`config.mk`:
```
export PLATFORM = sky130hd
export DESIGN_NAME = ram_scan_master
export DESIGN_NICKNAME = d
export VERILOG_FILES = /design/src/rtl/ram_scan_master.sv
export SDC_FILE = /design/constraint.sdc
export NUM_CORES = 1
export LEC_CHECK = 0
export ABC_AREA = 1
export CELL_PAD_IN_SITES_DETAIL_PLACEMENT = 0
export CELL_PAD_IN_SITES_GLOBAL_PLACEMENT = 1
export CORE_MARGIN = 5
export CORE_UTILIZATION = 44
export DETAILED_ROUTE_END_ITERATION = 7
export PLACE_DENSITY = 0.94
export SETUP_SLACK_MARGIN = 0.5
export SYNTH_ARGS = -nofsm -noshare
export SYNTH_HDL_FRONTEND = slang
export SYNTH_SLANG_ARGS = --single-unit
```
`constraint.sdc`:
```
create_clock -name clk -period 5.2 [get_ports clk]
set_input_delay 1.04 -clock clk [delete_from_list [all_inputs] [get_ports clk]]
set_output_delay 1.04 -clock clk [all_outputs]
set_load 0.02 [all_outputs]
```
`src/rtl/ram_scan_master.sv`:
```
// Sole master of the single-port data RAM. Scans a wrap-around window of signed words
// for sum/min/max and can write the three results back after the scan completes.
module ram_scan_master #(
    parameter int AW = 9,
    parameter int DW = 32
) (
    input  logic                     clk,
    input  logic                     rst,
    input  logic                     start,
    input  logic [AW-1:0]            base_addr,
    input  logic [AW:0]              count,
    input  logic                     wb_en,
    input  logic [AW-1:0]            wb_addr,
    output logic                     busy,
    output logic                     done,
    output logic signed [DW+AW-1:0]  sum,
    output logic signed [DW-1:0]     min_val,
    output logic signed [DW-1:0]     max_val,
    output logic [AW-1:0]            mem_addr,
    output logic                     mem_rw,
    output logic [DW-1:0]            mem_wdata,
    input  logic [DW-1:0]            mem_rdata
);
    typedef enum logic [2:0] {IDLE, READ, WB_MIN, WB_MAX, WB_SUM, DONE} state_t;

    localparam logic [AW:0]          DEPTH   = {1'b1, {AW{1'b0}}};
    localparam logic [AW:0]          CNT_ONE = (AW+1)'(1);
    localparam logic signed [DW-1:0] MOST_POS = {1'b0, {(DW-1){1'b1}}};
    localparam logic signed [DW-1:0] MOST_NEG = {1'b1, {(DW-1){1'b0}}};

    function automatic logic signed [DW+AW-1:0] sext(input logic [DW-1:0] w);
        return {{AW{w[DW-1]}}, w};
    endfunction

    function automatic logic signed [DW-1:0] smin(input logic signed [DW-1:0] a,
                                                  input logic signed [DW-1:0] b);
        return (b < a) ? b : a;
    endfunction

    function automatic logic signed [DW-1:0] smax(input logic signed [DW-1:0] a,
                                                  input logic signed [DW-1:0] b);
        return (b > a) ? b : a;
    endfunction

    state_t                   state_q, state_d;
    logic [AW-1:0]            addr_q, addr_d;
    logic                     rw_q, rw_d;
    logic [DW-1:0]            wdata_q, wdata_d;
    logic [AW:0]              cnt_q, cnt_d;
    logic                     wb_en_q, wb_en_d;
    logic [AW-1:0]            wb_addr_q, wb_addr_d;
    logic signed [DW+AW-1:0]  acc_sum_q, acc_sum_d;
    logic signed [DW-1:0]     acc_min_q, acc_min_d;
    logic signed [DW-1:0]     acc_max_q, acc_max_d;
    logic signed [DW+AW-1:0]  sum_q, sum_d;
    logic signed [DW-1:0]     min_q, min_d;
    logic signed [DW-1:0]     max_q, max_d;
    logic signed [DW+AW-1:0]  rd_sum;
    logic signed [DW-1:0]     rd_min, rd_max;

    always_ff @(posedge clk) begin
        if (rst) begin
            state_q   <= IDLE;
            addr_q    <= '0;
            rw_q      <= 1'b1;
            wdata_q   <= '0;
            cnt_q     <= '0;
            wb_en_q   <= 1'b0;
            wb_addr_q <= '0;
            acc_sum_q <= '0;
            acc_min_q <= '0;
            acc_max_q <= '0;
            sum_q     <= '0;
            min_q     <= '0;
            max_q     <= '0;
        end else begin
            state_q   <= state_d;
            addr_q    <= addr_d;
            rw_q      <= rw_d;
            wdata_q   <= wdata_d;
            cnt_q     <= cnt_d;
            wb_en_q   <= wb_en_d;
            wb_addr_q <= wb_addr_d;
            acc_sum_q <= acc_sum_d;
            acc_min_q <= acc_min_d;
            acc_max_q <= acc_max_d;
            sum_q     <= sum_d;
            min_q     <= min_d;
            max_q     <= max_d;
        end
    end

    always_comb begin
        state_d   = state_q;
        addr_d    = addr_q;
        rw_d      = 1'b1;
        wdata_d   = wdata_q;
        cnt_d     = cnt_q;
        wb_en_d   = wb_en_q;
        wb_addr_d = wb_addr_q;
        acc_sum_d = acc_sum_q;
        acc_min_d = acc_min_q;
        acc_max_d = acc_max_q;
        sum_d     = sum_q;
        min_d     = min_q;
        max_d     = max_q;
        rd_sum    = acc_sum_q + sext(mem_rdata);
        rd_min    = smin(acc_min_q, mem_rdata);
        rd_max    = smax(acc_max_q, mem_rdata);

        case (state_q)
            IDLE: begin
                if (start) begin
                    cnt_d     = (count > DEPTH) ? DEPTH : count;
                    wb_en_d   = wb_en;
                    wb_addr_d = wb_addr;
                    acc_sum_d = '0;
                    acc_min_d = MOST_POS;
                    acc_max_d = MOST_NEG;
                    addr_d    = base_addr;
                    state_d   = READ;
                end
            end
            READ: begin
                // An empty window still spends one cycle here so done lands max(count,1) edges out
                if (cnt_q == '0) begin
                    sum_d = '0;
                    min_d = '0;
                    max_d = '0;
                    if (wb_en_q) begin
                        state_d = WB_MIN;
                        rw_d    = 1'b0;
                        addr_d  = wb_addr_q;
                        wdata_d = '0;
                    end else begin
                        state_d = DONE;
                    end
                end else begin
                    acc_sum_d = rd_sum;
                    acc_min_d = rd_min;
                    acc_max_d = rd_max;
                    addr_d    = addr_q + AW'(1);
                    cnt_d     = cnt_q - CNT_ONE;
                    if (cnt_q == CNT_ONE) begin
                        sum_d = rd_sum;
                        min_d = rd_min;
                        max_d = rd_max;
                        if (wb_en_q) begin
                            state_d = WB_MIN;
                            rw_d    = 1'b0;
                            addr_d  = wb_addr_q;
                            wdata_d = rd_min;
                        end else begin
                            state_d = DONE;
                        end
                    end
                end
            end
            WB_MIN: begin
                state_d = WB_MAX;
                rw_d    = 1'b0;
                addr_d  = wb_addr_q + AW'(1);
                wdata_d = max_q;
            end
            WB_MAX: begin
                state_d = WB_SUM;
                rw_d    = 1'b0;
                addr_d  = wb_addr_q + AW'(2);
                wdata_d = sum_q[DW-1:0];
            end
            WB_SUM:  state_d = DONE;
            DONE:    state_d = IDLE;
            default: state_d = IDLE;
        endcase
    end

    assign busy      = (state_q != IDLE);
    assign done      = (state_q == DONE);
    assign sum       = sum_q;
    assign min_val   = min_q;
    assign max_val   = max_q;
    assign mem_addr  = addr_q;
    assign mem_rw    = rw_q;
    assign mem_wdata = wdata_q;
endmodule

```
# ---- Word level (Yosys, flattened, before mapping)
# Index checks and enable logic that the tools add are counted.
dict set report op_classes {
  addsub 5
  n_lt_le_gt_ge 3
  eq_ne 11
  muxes 41
  n_reduce_logical 14
}
# cell count
set op_table {}
lappend op_table {{$mux W32} 14}
lappend op_table {{$mux W41} 4}
lappend op_table {{$pmux W32 S2} 2}
lappend op_table {{$pmux W32 S3} 1}
lappend op_table {{$pmux W41 S2} 1}
lappend op_table {{$mux W9} 5}
lappend op_table {{$add A41 B32 Y41} 1}
lappend op_table {{$pmux W9 S4} 1}
lappend op_table {{$gt A32 B32 Y1} 1}
lappend op_table {{$lt A32 B32 Y1} 1}
lappend op_table {{$mux W10} 3}
lappend op_table {{$pmux W10 S2} 1}
lappend op_table {{$add A9 B1 Y9 const B} 2}
lappend op_table {{$pmux W3 S5} 1}
lappend op_table {{$mux W3} 4}
lappend op_table {{$eq A10 B1 Y1 const B} 1}
lappend op_table {{$gt A10 B10 Y1 const B} 1}
lappend op_table {{$logic_not A10 Y1} 1}
lappend op_table {{$sub A10 B1 Y10 const B} 1}
lappend op_table {{$add A9 B2 Y9 const B} 1}
lappend op_table {{$ne A3 B3 Y1 const B} 3}
lappend op_table {{$eq A3 B2 Y1 const B} 2}
lappend op_table {{$eq A3 B3 Y1 const B} 2}
lappend op_table {{$reduce_and A2 Y1} 3}
lappend op_table {{11 further kinds} 17}
dict set report totals {
  ff_bits 275
  input_bits 64
  out_inout_bits 149
}

# ---- Longest topological paths before layout
dict set report depth {
  word_depth 6
  ltp_mapped 18
  depth_no_buf 18
}

# ---- Worst setup path before layout
# OpenSTA, ideal clock, no wires.
dict set report synth_timing {
  path_kind {input -> register}
  from {input mem_rdata[31]}
  to {register acc_max_q[1]}
  setup_time_ns 0.135
  t_arrival_ns 2.673
  setup_slack_ns 2.392
  stages 11
  path_buffers 1
  cell_sequence {ha_1 > a21oi_1 > o21ai_1 > a21o_1 > a21oi_1 > nand2_1 > nand2_1 > clkbuf_1 > nand4_1 > nand3_1 > a21oi_1}
}
dict set report synth_via {
  elab_chain_cells 4
}
# item line_no
set synth_lines {}
lappend synth_lines {{start: declaration} 22} ;# input logic [DW-1:0] mem_rdata
lappend synth_lines {{$gt A32 B32 Y1} 42} ;# return (b > a) ? b : a;
lappend synth_lines {{$mux W32} 42}
lappend synth_lines {{$mux W32} 126} ;# if (cnt_q == '0) begin
lappend synth_lines {{$pmux W32 S2} 111} ;# case (state_q)
lappend synth_lines {{end signal: assignment} 86} ;# acc_max_q <= acc_max_d;
lappend synth_lines {{end: declaration} 54} ;# logic signed [DW-1:0] acc_max_q, acc_max_d;
# No other way between the ends. The select of a mux whose other input is x is not followed.
# A chain may end at the register's enable or synchronous reset.

# ---- Worst setup path in the final report
dict set report layout_timing {
  from {input mem_rdata[15]}
  to {register acc_max_q[19]}
}
# The elaborated chain is that of the path after synthesis.

==> impl_metrics.toml <==
[status]
status = "finished clean"

[grt]
grt_pass1_vias = 17000
grt_max_degree = 92
grt_antenna_before_repair = 2
grt_remaining_overflow = 0
grt_usage = 0.265
grt_pass1_wl_um = 94000

[sta]
slew_violations = 0
timing_worst_slew_pin_value_ns = 1.28
rsz0062_at_grt = "no"
post-route-min-period_ns = 3.92
max_slew_margin = 0.149
finalClockSkew_ns = 0.0204
hold_viol = 0
fin_crit_sh = 0.754
tns_ns = 0
timing.fmax_mhz = 255
setup_viol = 0

[setup_path]
critPathLaunchType = "primary input"
critical_path_required_ns = 5.64
crit_arrival_ns = 4.35
r2r_cells = 13
worst_setup_path_end_kind = "flop"
cp_max_fo = 20
criticalPathCategory = "primary input to flop"

[die]
dieArea_mm2 = 0.0429
die_w_um = 207
io_pins = 213
row_count = 72
core_mm2 = 0.0386
fp.dieH_um = 207
initial_core_util = 0.443

[yosys]
yosysUniqueCellTypes = 51
yosysWarnings = 0
postSynthCellCount = 2509
syn_area_per_cell_um2 = 6.81
ys_ff_latch = 275
synthFlopType = "dfxtp_1"
synth_edf_count = 0
synth_area_mm2 = 0.0171
syn-num-nets = 2682
ys_async_sr_fraction = 0
ys_seq_area_frac = 0.322

[power]
p_per_area_mw_per_mm2 = 523
peakVddDrop_v = 0.000366
power.leakage_uw = 0.00835

[clock_tree]
cts_sinks = 275
clk_pin_slew_ns = 0.06
cts-root-buf = "clkbuf_16"
clockBufferDepth = 3
post_cts_resized = 0
cts_hold_buf = 0
post_cts_buffers = 0
cts_made_buffers = 34
worstSkewPairLatency_ns = 0.52
htree_num_levels = 2
cts_tree = "yes"

[drt]
post_drt_via_cell_ratio = 5.68
drc = 0
drtPass1Iterations = 5
num_vias = 18100
drt_iter0_markers = 1617
drt_wl_total_um = 60300
wl_per_cell_um = 18.9
drtAntennaViolNets = 0

[final_layout]
drive_above_1_share = 0.0596
finish.utilization = 0.530
synthToLayoutAreaGrowth_pct = 19.5
fin_nets = 2818

[placed_design]
io_buffers = 212
place.gp.congestion = 0.959
dp_hpwl_um = 44000

[hold_path]
hp-class = "flop to flop"
hold_depth = 2

[run]
maxCapViolations = 0
[synth_stat cells (all sizes together) (15+ instances only)]
cell,count,area share
nor2,150,0.036
nand3,289,0.091
buf,64,0.024
inv,233,0.051
o21ai,141,0.042
dfxtp,275,0.32
a21oi,356,0.11
nand2,590,0.13
ha,108,0.079
clkbuf,67,0.015
a22o,31,0.016
a31oi,15,0.0055
xor2,20,0.010
nand4,55,0.020
nor3,20,0.0064
[path summary, 6_finish.rpt]
path                  from            end  slack (ns)
max reg2reg     state_q[1]   mem_wdata[9]        1.67
min reg2reg  acc_max_q[10]  acc_max_q[10]        0.46
max          mem_rdata[15]  acc_max_q[19]        1.28
min          acc_max_q[10]  acc_max_q[10]        0.46
[worst max-delay path, stage by stage]
cell	delay (ns)
clkdlybuf4s50_1	0.61
ha_1	0.42
nand2_1	0.09
nor4_1	0.56
nand2_1	0.11
nand2_1	0.12
nand2_1	0.09
nand3_2	0.08
nand3_1	0.48
buf_12	0.38
nand2_1	0.09
nand3_1	0.08
a21oi_1	0.18
[sequential cells by signal, indices dropped and copies added (netlist names), 3 cells and up]
signal     flops
mem_wdata     32
max_val       32
mem_addr       9
state_q        3
min_val       32
cnt_q         10
wb_addr_q      9
sum           41
acc_sum_q     41
acc_min_q     32
acc_max_q     32
[per-layer routing]
layer | GRT usage | part of all wire | up-vias
met5 | 0 | 0 | -
met4 | 0.0926 | 0.036 | 0
met3 | 0.0483 | 0.081 | 128
met2 | 0.418 | 0.45 | 731
met1 | 0.367 | 0.44 | 8502
li1 | - | - | 8752
[report_power, final]
part / switching (µW) / internal [µW] / total [µW]
logic: 3530 / 1800 / 5330
clock network: 929 / 1320 / 2250
registers: 432 / 2660 / 3090
total: 4890 / 5780 / 10700
[cells in the final DEF, fill, tap and decap left out, types with 23 or more instances in the layout]
cell type        count
nand2_1            584
a21oi_1            335
dfxtp_1            275
nand3_1            266
inv_1              220
clkdlybuf4s50_1    211
nor2_1             142
o21ai_0            136
ha_1               108
nand4_1             55
clkbuf_16           35
a22o_1              31
nand3_2             23
[metrics by stage]
stage,std cells,instance area (µm²),hold slack (ns),setup slack (ns),power (µW)
floorplan,2509,17100,0.443,2.39,6680
global placement,3127,19400,0.452,0.893,8290
detailed placement,3127,19400,0.455,0.865,8390
CTS,3185,20400,0.464,1.37,10700
global route,3187,20400,0.477,1.19,11400
finish,3187,20400,0.463,1.28,10700
[final cells by class]
class                           count  area, µm²
Clock buffer                       51        996
Multi-Input combinational cell   1868      10000
Antenna cell                        2       5.00
Tap cell                          518        648
Inverter                          235        887
Sequential cell                   275       5510
Fill cell                        3813      18100
Timing Repair Buffer              231       2290
Clock inverter                      7       42.5
[kinds of logic (layout without fill, tap and decap cells)]
| kind of cell | after synthesis | count (layout) | synth area share |
|---|---|---|---|
| DFF | 275 | 275 | 0.322 |
| AOI/OAI and AO/OA | 596 | 596 | 0.195 |
| and+or+nand+nor | 1136 | 1136 | 0.298 |
| buffers and inverters | 366 | 524 | 0.0911 |
| xor gates and xnor gates | 27 | 27 | 0.0138 |
| other | 0 | 2 | 0 |
| adders and majority gates | 109 | 109 | 0.0802 |
Note: power is estimated with default switching activity, not from simulation.
